File: config.mk
export PLATFORM = sky130hd
export DESIGN_NAME = huffman_packer
export DESIGN_NICKNAME = d
export VERILOG_FILES = /design/src/rtl/huffman_packer_pkg.sv /design/src/rtl/huffman_code_lut.sv /design/src/rtl/huffman_packer.sv
export SDC_FILE = /design/constraint.sdc
export NUM_CORES = 1
export LEC_CHECK = 0
export BUFFER_PORTS_ARGS = -buffer_cell sky130_fd_sc_hd__buf_2
export CORE_MARGIN = 1.5
export CORE_UTILIZATION = 59
export CTS_BUF_LIST = sky130_fd_sc_hd__clkbuf_4 sky130_fd_sc_hd__clkbuf_8 sky130_fd_sc_hd__clkbuf_16
export DETAILED_ROUTE_END_ITERATION = 6
export PLACE_DENSITY = 0.88
export SLEW_MARGIN = 0
export SYNTH_ARGS = -nofsm -noshare
export SYNTH_HDL_FRONTEND = slang
export SYNTH_SLANG_ARGS = --single-unit
File: constraint.sdc
create_clock -name clk -period 16.25 [get_ports clk]
set_clock_uncertainty 0.1 [all_clocks]
set_input_delay 0.8125 -clock clk [delete_from_list [all_inputs] [get_ports clk]]
set_output_delay 0.8125 -clock clk [all_outputs]
set_load 0.03 [all_outputs]
File: src/rtl/huffman_packer_pkg.sv
// Shared types and constants for the Huffman table builder and the packer.
// Table entries are {hc, mask}; code length is the popcount of the mask.
package huffman_packer_pkg;

  localparam int NSYM     = 6;
  localparam int CODE_W   = 8;
  localparam int BITCNT_W = 16;

  typedef enum logic [1:0] {
    ST_IDLE  = 2'd0,
    ST_RUN   = 2'd1,
    ST_FLUSH = 2'd2,
    ST_DONE  = 2'd3
  } state_e;

  typedef struct packed {
    logic [CODE_W-1:0] hc;
    logic [CODE_W-1:0] mask;
  } code_entry_t;

  function automatic logic [3:0] code_len(input logic [CODE_W-1:0] m);
    logic [3:0] n;
    n = '0;
    for (int i = 0; i < CODE_W; i++) n = n + {3'b000, m[i]};
    return n;
  endfunction

endpackage

File: src/rtl/huffman_code_lut.sv
// Registered six-entry code table with a combinational symbol lookup.
// Returns the code left-aligned in 5 bits plus its length; illegal symbols give len 0.
module huffman_code_lut
  import huffman_packer_pkg::*;
(
  input  logic                   clk,
  input  logic                   reset,
  input  logic                   load_i,
  input  code_entry_t [NSYM-1:0] tbl_i,
  input  logic [2:0]             sym_i,
  output logic [4:0]             bits_o,
  output logic [3:0]             len_o,
  output logic                   illegal_o,
  output logic                   loaded_o
);

  code_entry_t [NSYM-1:0] tbl_q;
  logic                   loaded_q;
  code_entry_t            entry;
  logic [3:0]             len;
  logic [CODE_W-1:0]      masked;

  always_ff @(posedge clk) begin
    if (!reset) begin
      tbl_q    <= '0;
      loaded_q <= 1'b0;
    end else if (load_i) begin
      tbl_q    <= tbl_i;
      loaded_q <= 1'b1;
    end
  end

  // Out-of-range symbols select an all-zero entry, so they fall out as len 0.
  always_comb begin
    entry = '0;
    for (int i = 0; i < NSYM; i++) begin
      if (sym_i == 3'(i + 1)) entry = tbl_q[i];
    end
    len       = code_len(entry.mask);
    masked    = entry.hc & entry.mask;
    illegal_o = (len == 4'd0) || (len > 4'd5);
    bits_o    = illegal_o ? 5'd0 : 5'(masked << (4'd5 - len));
    len_o     = illegal_o ? 4'd0 : len;
  end

  assign loaded_o = loaded_q;

endmodule

File: src/rtl/huffman_packer.sv
// Packs Huffman codes for gray-level symbols into an MSB-first byte stream.
//  state | meaning
//  IDLE  | no table loaded yet, symbols refused
//  RUN   | accepting symbols while the accumulator holds <= 7 bits
//  FLUSH | frame ended: drain full bytes, then a zero-padded remainder
//  DONE  | one-cycle done pulse, frame counters cleared on exit
module huffman_packer
  import huffman_packer_pkg::*;
(
  input  logic                clk,
  input  logic                reset,
  input  logic                code_valid,
  input  logic [CODE_W-1:0]   HC1, HC2, HC3, HC4, HC5, HC6,
  input  logic [CODE_W-1:0]   M1, M2, M3, M4, M5, M6,
  input  logic                sym_valid,
  input  logic [2:0]          sym_data,
  input  logic                sym_last,
  output logic                sym_ready,
  output logic                out_valid,
  output logic [7:0]          out_byte,
  output logic                out_last,
  input  logic                out_ready,
  output logic [BITCNT_W-1:0] bit_count,
  output logic                sym_err,
  output logic                done
);

  state_e                 state_q;
  logic [11:0]            acc_q, acc_d, acc_rem;
  logic [3:0]             acc_cnt_q, acc_cnt_d, cnt_rem;
  logic [7:0]             out_byte_q;
  logic                   out_valid_q, out_last_q, done_q, sym_err_q;
  logic [BITCNT_W-1:0]    bit_count_q;
  code_entry_t [NSYM-1:0] tbl;
  logic [4:0]             lut_bits;
  logic [3:0]             lut_len;
  logic                   lut_illegal, loaded;
  logic                   accept, slot_free, pop, frame_end, last_d;
  logic [BITCNT_W:0]      bc_sum;

  assign tbl = {code_entry_t'{HC6, M6}, code_entry_t'{HC5, M5}, code_entry_t'{HC4, M4},
                code_entry_t'{HC3, M3}, code_entry_t'{HC2, M2}, code_entry_t'{HC1, M1}};

  huffman_code_lut u_lut (
    .clk       (clk),
    .reset     (reset),
    .load_i    (code_valid && (state_q != ST_FLUSH)),
    .tbl_i     (tbl),
    .sym_i     (sym_data),
    .bits_o    (lut_bits),
    .len_o     (lut_len),
    .illegal_o (lut_illegal),
    .loaded_o  (loaded)
  );

  assign sym_ready = (state_q == ST_RUN) && (acc_cnt_q <= 4'd7);
  assign accept    = sym_valid && sym_ready;
  assign slot_free = !out_valid_q || out_ready;
  assign pop       = slot_free && ((acc_cnt_q >= 4'd8) ||
                                   ((state_q == ST_FLUSH) && (acc_cnt_q != 4'd0)));
  assign frame_end = (state_q == ST_FLUSH) || (accept && sym_last);

  // Remove the outgoing byte first, then append the new code behind what is left.
  always_comb begin
    acc_rem = acc_q;
    cnt_rem = acc_cnt_q;
    if (pop) begin
      acc_rem = acc_q << 8;
      cnt_rem = (acc_cnt_q >= 4'd8) ? acc_cnt_q - 4'd8 : 4'd0;
    end
    acc_d     = acc_rem;
    acc_cnt_d = cnt_rem;
    if (accept) begin
      acc_d     = acc_rem | ({lut_bits, 7'b0} >> cnt_rem);
      acc_cnt_d = cnt_rem + lut_len;
    end
    last_d = frame_end && (acc_cnt_d == 4'd0);
    bc_sum = {1'b0, bit_count_q} + (BITCNT_W + 1)'(lut_len);
  end

  always_ff @(posedge clk) begin
    if (!reset) begin
      state_q     <= ST_IDLE;
      acc_q       <= '0;
      acc_cnt_q   <= '0;
      out_byte_q  <= '0;
      out_valid_q <= 1'b0;
      out_last_q  <= 1'b0;
      done_q      <= 1'b0;
      sym_err_q   <= 1'b0;
      bit_count_q <= '0;
    end else begin
      acc_q     <= acc_d;
      acc_cnt_q <= acc_cnt_d;
      done_q    <= 1'b0;
      if (pop) begin
        out_byte_q  <= acc_q[11:4];
        out_valid_q <= 1'b1;
        out_last_q  <= last_d;
      end else if (out_ready) begin
        out_valid_q <= 1'b0;
        out_last_q  <= 1'b0;
      end
      if (accept) begin
        if (lut_illegal) sym_err_q <= 1'b1;
        else bit_count_q <= bc_sum[BITCNT_W] ? '1 : bc_sum[BITCNT_W-1:0];
      end
      case (state_q)
        ST_IDLE:  if (loaded) state_q <= ST_RUN;
        ST_RUN:   if (accept && sym_last) state_q <= ST_FLUSH;
        ST_FLUSH: if ((acc_cnt_q == 4'd0) && slot_free) begin
          state_q <= ST_DONE;
          done_q  <= 1'b1;
        end
        ST_DONE: begin
          state_q     <= ST_RUN;
          bit_count_q <= '0;
          sym_err_q   <= 1'b0;
        end
        default: state_q <= ST_IDLE;
      endcase
    end
  end

  assign out_valid = out_valid_q;
  assign out_byte  = out_byte_q;
  assign out_last  = out_last_q;
  assign bit_count = bit_count_q;
  assign sym_err   = sym_err_q;
  assign done      = done_q;

endmodule
# [Yosys cells after proc, flatten, opt, wreduce, memory -nomap -nowiden]
# Index checks and enable logic that the tools add are counted.
[word_totals] word_cells=101 memories=0 regBits=143 inputBits=105 latchBits=0 ramBits=0 out_inout_bits=29 romBits=0
[op_classes] n_lt_le_gt_ge=3 div=0 mux=22 n_reduce_logical=24 add_sub_neg=11 multipliers=0 bitwise=4 shifts=2 eq_ne=13
[ops] cell="$mux 16" n=7
[ops] cell="$add 4x1->4" n=6
[ops] cell="$mux 12" n=2
[ops] cell="$add 16x4->17" n=1
[ops] cell="$mux 4" n=4
[ops] cell="$logic_not 4->1" n=3
[ops] cell="$or 12x12->12" n=1
[ops] cell="$shr 12x4->12" n=1
[ops] cell="$eq 3x3->1 const B" n=3
[ops] cell="$and 8x8->8" n=1
[ops] cell="$logic_and 1x1->1" n=8
[ops] cell="$pmux 2 s4" n=1
[ops] cell="$shl 8x4->5" n=1
[ops] cell="$eq 3x2->1 const B" n=2
[ops] cell="$mux 2" n=3
[ops] cell="$ne 2x1->1 const B" n=3
[ops] cell="$reduce_and 2->1" n=3
[ops] cell="$mux 5" n=1
[ops] cell="$add 4x4->4" n=1
[ops] cell="$eq 2x2->1 const B" n=2
[ops] cell="$ge 4x4->1 const B" n=1
[ops] cell="$gt 4x3->1 const B" n=1
[ops] cell="$le 4x3->1 const B" n=1
[ops] cell="$logic_or 1x1->1" n=4
[ops] cell="14 further kinds" n=18

# [Depth between registers and ports, before layout]
[logic_depth] word_depth=22 depth_mapped=28 depth_no_buf=26

# [Hierarchy]
# From an unflattened synthesis, not the netlist that was laid out.
[hier_totals] hier_cells=719 area_unflattened_um2=6680.2
[modules_own_cells] mod="huffman_code_lut" cells_each=412 n_inst=1 seq_area_each_um2=1581.5 area_per_inst_um2=4156.5
[modules_own_cells] mod="huffman_packer" cells_each=307 n_inst=1 seq_area_each_um2=920.9 area_per_inst_um2=2523.7

# [Least setup slack after synthesis]
# No wires, ideal clock.
[synth_timing] path_type="in2reg" from="input sym_data[0]" to="register bit_count_q[12] (netlist: bit_count[12])" required_ns=16.023 setup_ns=0.127 t_arrival_ns=6.526 setup_slack_ns=9.498 cell_stages=25 n_path_buf=3 path_cell_list="buf_2 -> clkbuf_1 -> buf_1 -> mux2_2 -> ha_1 -> inv_1 -> fa_1 -> fa_1 -> inv_1 -> fa_1 -> fa_1 -> xnor2_2 -> mux2i_1 -> nand2_1 -> nor2_1 -> ha_1 -> ha_1 -> a31oi_1 -> o22ai_1 -> a31oi_1 -> nand2b_1 -> or2_2 -> nor2_1 -> nand3_1 -> nor3b_1"
[synth_via] elab_chain_len=19 elab_cells_between_ends=27 cone_classes="8 x add/sub; 1 x order compare; 6 x eq/ne; 8 x mux; 1 x bitwise; 3 x reduce/logical"
[synth_rtl] element="start, declared" line="huffman_packer.sv:16" rtl="input logic [2:0] sym_data,"
[synth_rtl] element="$eq 3x1->1" line="huffman_code_lut.sv:37" rtl="if (sym_i == 3'(i + 1)) entry = tbl_q[i];"
[synth_rtl] element="$mux 16 (5 in a row)" line="huffman_code_lut.sv:37"
[synth_rtl] element="$mux 16 *" line="huffman_code_lut.sv:37"
[synth_rtl] element="$add 1x1->2" line="huffman_packer_pkg.sv:24" rtl="for (int i = 0; i < CODE_W; i++) n = n + {3'b000, m[i]};"
[synth_rtl] element="$add 4x1->4 (5 in a row)" line="huffman_packer_pkg.sv:24"
[synth_rtl] element="$add 4x1->4 *" line="huffman_packer_pkg.sv:24"
[synth_rtl] element="$gt 4x3->1 / $logic_not 4->1 (equally long branches)" line="huffman_code_lut.sv:41" rtl="illegal_o = (len == 4'd0) || (len > 4'd5);"
[synth_rtl] element="$logic_or 1x1->1" line="huffman_code_lut.sv:41"
[synth_rtl] element="$mux 4" line="huffman_code_lut.sv:43" rtl="len_o = illegal_o ? 4'd0 : len;"
[synth_rtl] element="$add 16x4->17" line="huffman_packer.sv:78" rtl="bc_sum = {1'b0, bit_count_q} + (BITCNT_W + 1)'(lut_len);"
[synth_rtl] element="$mux 16" line="huffman_packer.sv:106" rtl="else bit_count_q <= bc_sum[BITCNT_W] ? '1 : bc_sum[BITCNT_W-1:0];"
[synth_rtl] element="end signal, assigned" line="huffman_packer.sv:106"
[synth_rtl] element="end, declared" line="huffman_packer.sv:33" rtl="logic [BITCNT_W-1:0] bit_count_q;"
# Every way passes the cells marked *; elsewhere a longest branch is shown, timed or not.
# A chain may end at the register's enable or synchronous reset.

# [Worst setup path after layout]
[layout_timing] from="input sym_data[1]" to="register bit_count_q[14] (netlist: bit_count[14])"
# The elaborated chain is that of the path after synthesis.

==> metrics <==
status=completed; power density over cell area=138.1 nW/µm²; # hold bufs at CTS=0; share of layout cells above drive strength 1=18.42%; ant diodes=0; CTS Root Buffer Type=clkbuf_8; Filler cells=818; Initial Util=61.51%; top cell type's share of synthesized area=39.05%; Worst Setup Start Kind=primary input; routed wire length=17170 µm; Leakage=3.091 nW; PostCTS Resize Cnt=0; HPWL after detailed placement=about 11000 µm; Slowest cell on crit path=fa_1; synthesis warning total=0; clk slew on worst S/H paths=0.07 ns; Vias per Instance=a little under 6; crit-path max FO=31; chip width=around 110 µm; first-pass GRT wire length=28010 µm; EDFF count, synth=0; Slowest Stage Delay on Critical Path=around 0.83 ns; clk_lat worst skew=between 0.5 and 0.6 ns; Max Clk Rate=~130 MHz; top-count cell post-synth=nand2_1; commonest cells in the netlist=nand2_1 (224), dfxtp_1 (125), a21oi_1 (64); clock buffer depth=2; utilization after layout=72.46%; 1st-iter DRT viols=521; Clock Sinks=125; Slew headroom=around a third; Final Setup Violations=0; nets=about 1000; core area=around 10000 µm²; Mapped Area=6407 µm²; syn nets=946; top cells by area, synth=dfxtp_1 (39%), nand2_1 (13%), a21boi_0 (6.4%), a21oi_1 (5.0%), nor2_1 (3.2%); Final TNS setup=0 ns; Hold Path Class=register to register; Post-synth ARST share=0%; final worst-path cycle share=between 40% and 50%; Final ANT Viol Nets=0; unrepaired setup endpoints after global routing=no; main flop type after synthesis=dfxtp_1; max-slew violation total from the final report=0; routability cong.=0.9128; die height=107.2 µm; CTS H-tree depth=4; area grow syn2layout=17.79%; DRT Pass-1 Iters=6; synthesized flop and latch total=125; Mapped Cells=between 800 and 900; CP top delay family=adder cells; Remaining DRCs=0; final hold violations=0; postcts setup bufs=0; WL/cell=16.21 µm; Mean Syn Cell Area=7.785 µm²; Max VDD drop=0.1060 mV; FP Rows=37; crit path kind=primary input to register; IO Pins=approximately 130; Yosys cell types=68; Critical Path Sink Type=register; Tmin final=7.624 ns; number of I/O port buffers=115; number of global-route vias before repair=roughly 5700; Worst Path Arrival=7.90 ns; CP Buf/Inv Count=4; GRT Util Overall=between 30 and 40%; CP Data Required Time=16.52 ns; CTS Buf Count=17; Max-Cap Viols=0; grt total ovfl=0; Via Count=approximately 6300; largest net degree at the start of global routing=79; initial antenna violation count=0; die footprint=11490 µm²; WHS=~0.35 ns; cell taking the most area after synthesis=dfxtp_1; post-synthesis sequential area ratio=approximately 39%; Worst-Margin Slew=0.9721 ns; Sequential Area=approximately 2500 µm²; Multi-input gate area=3621 µm²; CTS tree=done
==> area by class of cell <==
cell class	instances	area share, %
Tap cell	136	2.255
Sequential cell	125	33.16
Clock inverter	12	1.475
Multi-Input combinational cell	626	47.98
Timing Repair Buffer	119	8.024
Clock buffer	20	6.034
Inverter	21	1.078
==> cells by family (layout without fill, tap and decap cells) <==
| logic type | count (synthesis) | after routing | synth area share, % |
|---|---|---|---|
| AND/OR/NAND/NOR | 360 | 360 | 23.73 |
| AO/OA/AOI/OAI | 209 | 209 | 22.48 |
| flip-flops | 125 | 125 | 39.05 |
| buffers and inverters | 72 | 172 | 4.589 |
| multiplexers | 25 | 25 | 4.218 |
| adder cells (fa/ha/maj) | 18 | 18 | 3.984 |
| XOR/XNOR | 13 | 13 | 1.894 |
| other | 1 | 1 | 0.05853 |
==> cell usage in the layout, fill, tap and decap left out, types with 6 or more instances in the layout <==
master,n
and2_1,6
nor2b_1,10
and3_1,8
a211oi_1,8
xnor2_1,11
nor3_1,13
nor2_1,55
ha_1,14
buf_2,115
dfxtp_1,125
inv_1,18
clkbuf_16,16
o22ai_1,6
mux2_2,6
mux2i_1,18
a21oi_1,64
nand2b_1,6
o21ai_0,11
nand3_1,21
a31oi_1,8
nand2_1,223
a21boi_0,55
==> power breakdown <==
group / internal, W / switching [W]
sequential: 0.000337 / 0.0000210
combinational: 0.000110 / 0.000211
clock: 0.000216 / 0.000147
total: 0.000664 / 0.000379
==> flip-flops by register name (all words and copies together) (netlist names) <==
name	cells
acc_q	12
out_byte	8
sym_err	1
acc_cnt_q	4
out_last	1
bit_count	16
out_valid	1
done	1
state_q	2
u_lut.tbl_q	78
u_lut.loaded_o	1
==> per-stage QoR <==
step / instance area [µm²] / power, W / cells / worst slack [ns]
CTS: 7547 / 0.001035 / 1059 / 8.763
floorplan: 6407 / 0.0005969 / 823 / 9.498
global placement: 6980 / 0.0006623 / 1027 / 8.487
detailed placement: 6980 / 0.0006707 / 1027 / 8.291
finish: 7547 / 0.001043 / 1059 / 8.626
global route: 7547 / 0.001094 / 1059 / 8.176
==> path summary, 6_finish.rpt <==
path                   from            end  slack [ns]  cells after the start
max reg2reg  u_lut.tbl_q[0]  bit_count[14]        9.42                     26
min reg2reg     out_byte[1]    out_byte[1]        0.35                      2
max             sym_data[1]  bit_count[14]        8.63                     27
min             out_byte[1]    out_byte[1]        0.35                      2
==> worst register-to-register path: stages, from the launching register on <==
cell and delay [ns]:
dfxtp_1 0.31, nor2_1 0.11, o221ai_1 0.18, a21oi_1 0.23
o21ai_0 0.14, o311a_1 0.18, ha_1 0.28, inv_1 0.05
fa_1 0.53, fa_1 0.56, inv_1 0.05, fa_1 0.45
fa_1 0.83, nor2_1 0.14, mux2i_1 0.34, nand2_1 0.16
nor2_1 0.21, ha_1 0.26, ha_1 0.27, a31oi_1 0.06
o22ai_1 0.17, a31oi_1 0.12, nand2b_1 0.20, or2_2 0.37
nor2_1 0.15, xnor2_1 0.13, a21oi_1 0.08
==> per-layer routing <==
layer / part of all wire, % / vias up / global-route usage [%]
met2: 46 / 314 / 48.86
li1: - / 3004 / -
met3: 8.5 / 45 / 5.775
met4: 2.2 / 0 / 10.19
met5: 0 / - / 0
met1: 44 / 2930 / 42.11
No activity file was read; power rests on OpenSTA's default activity.
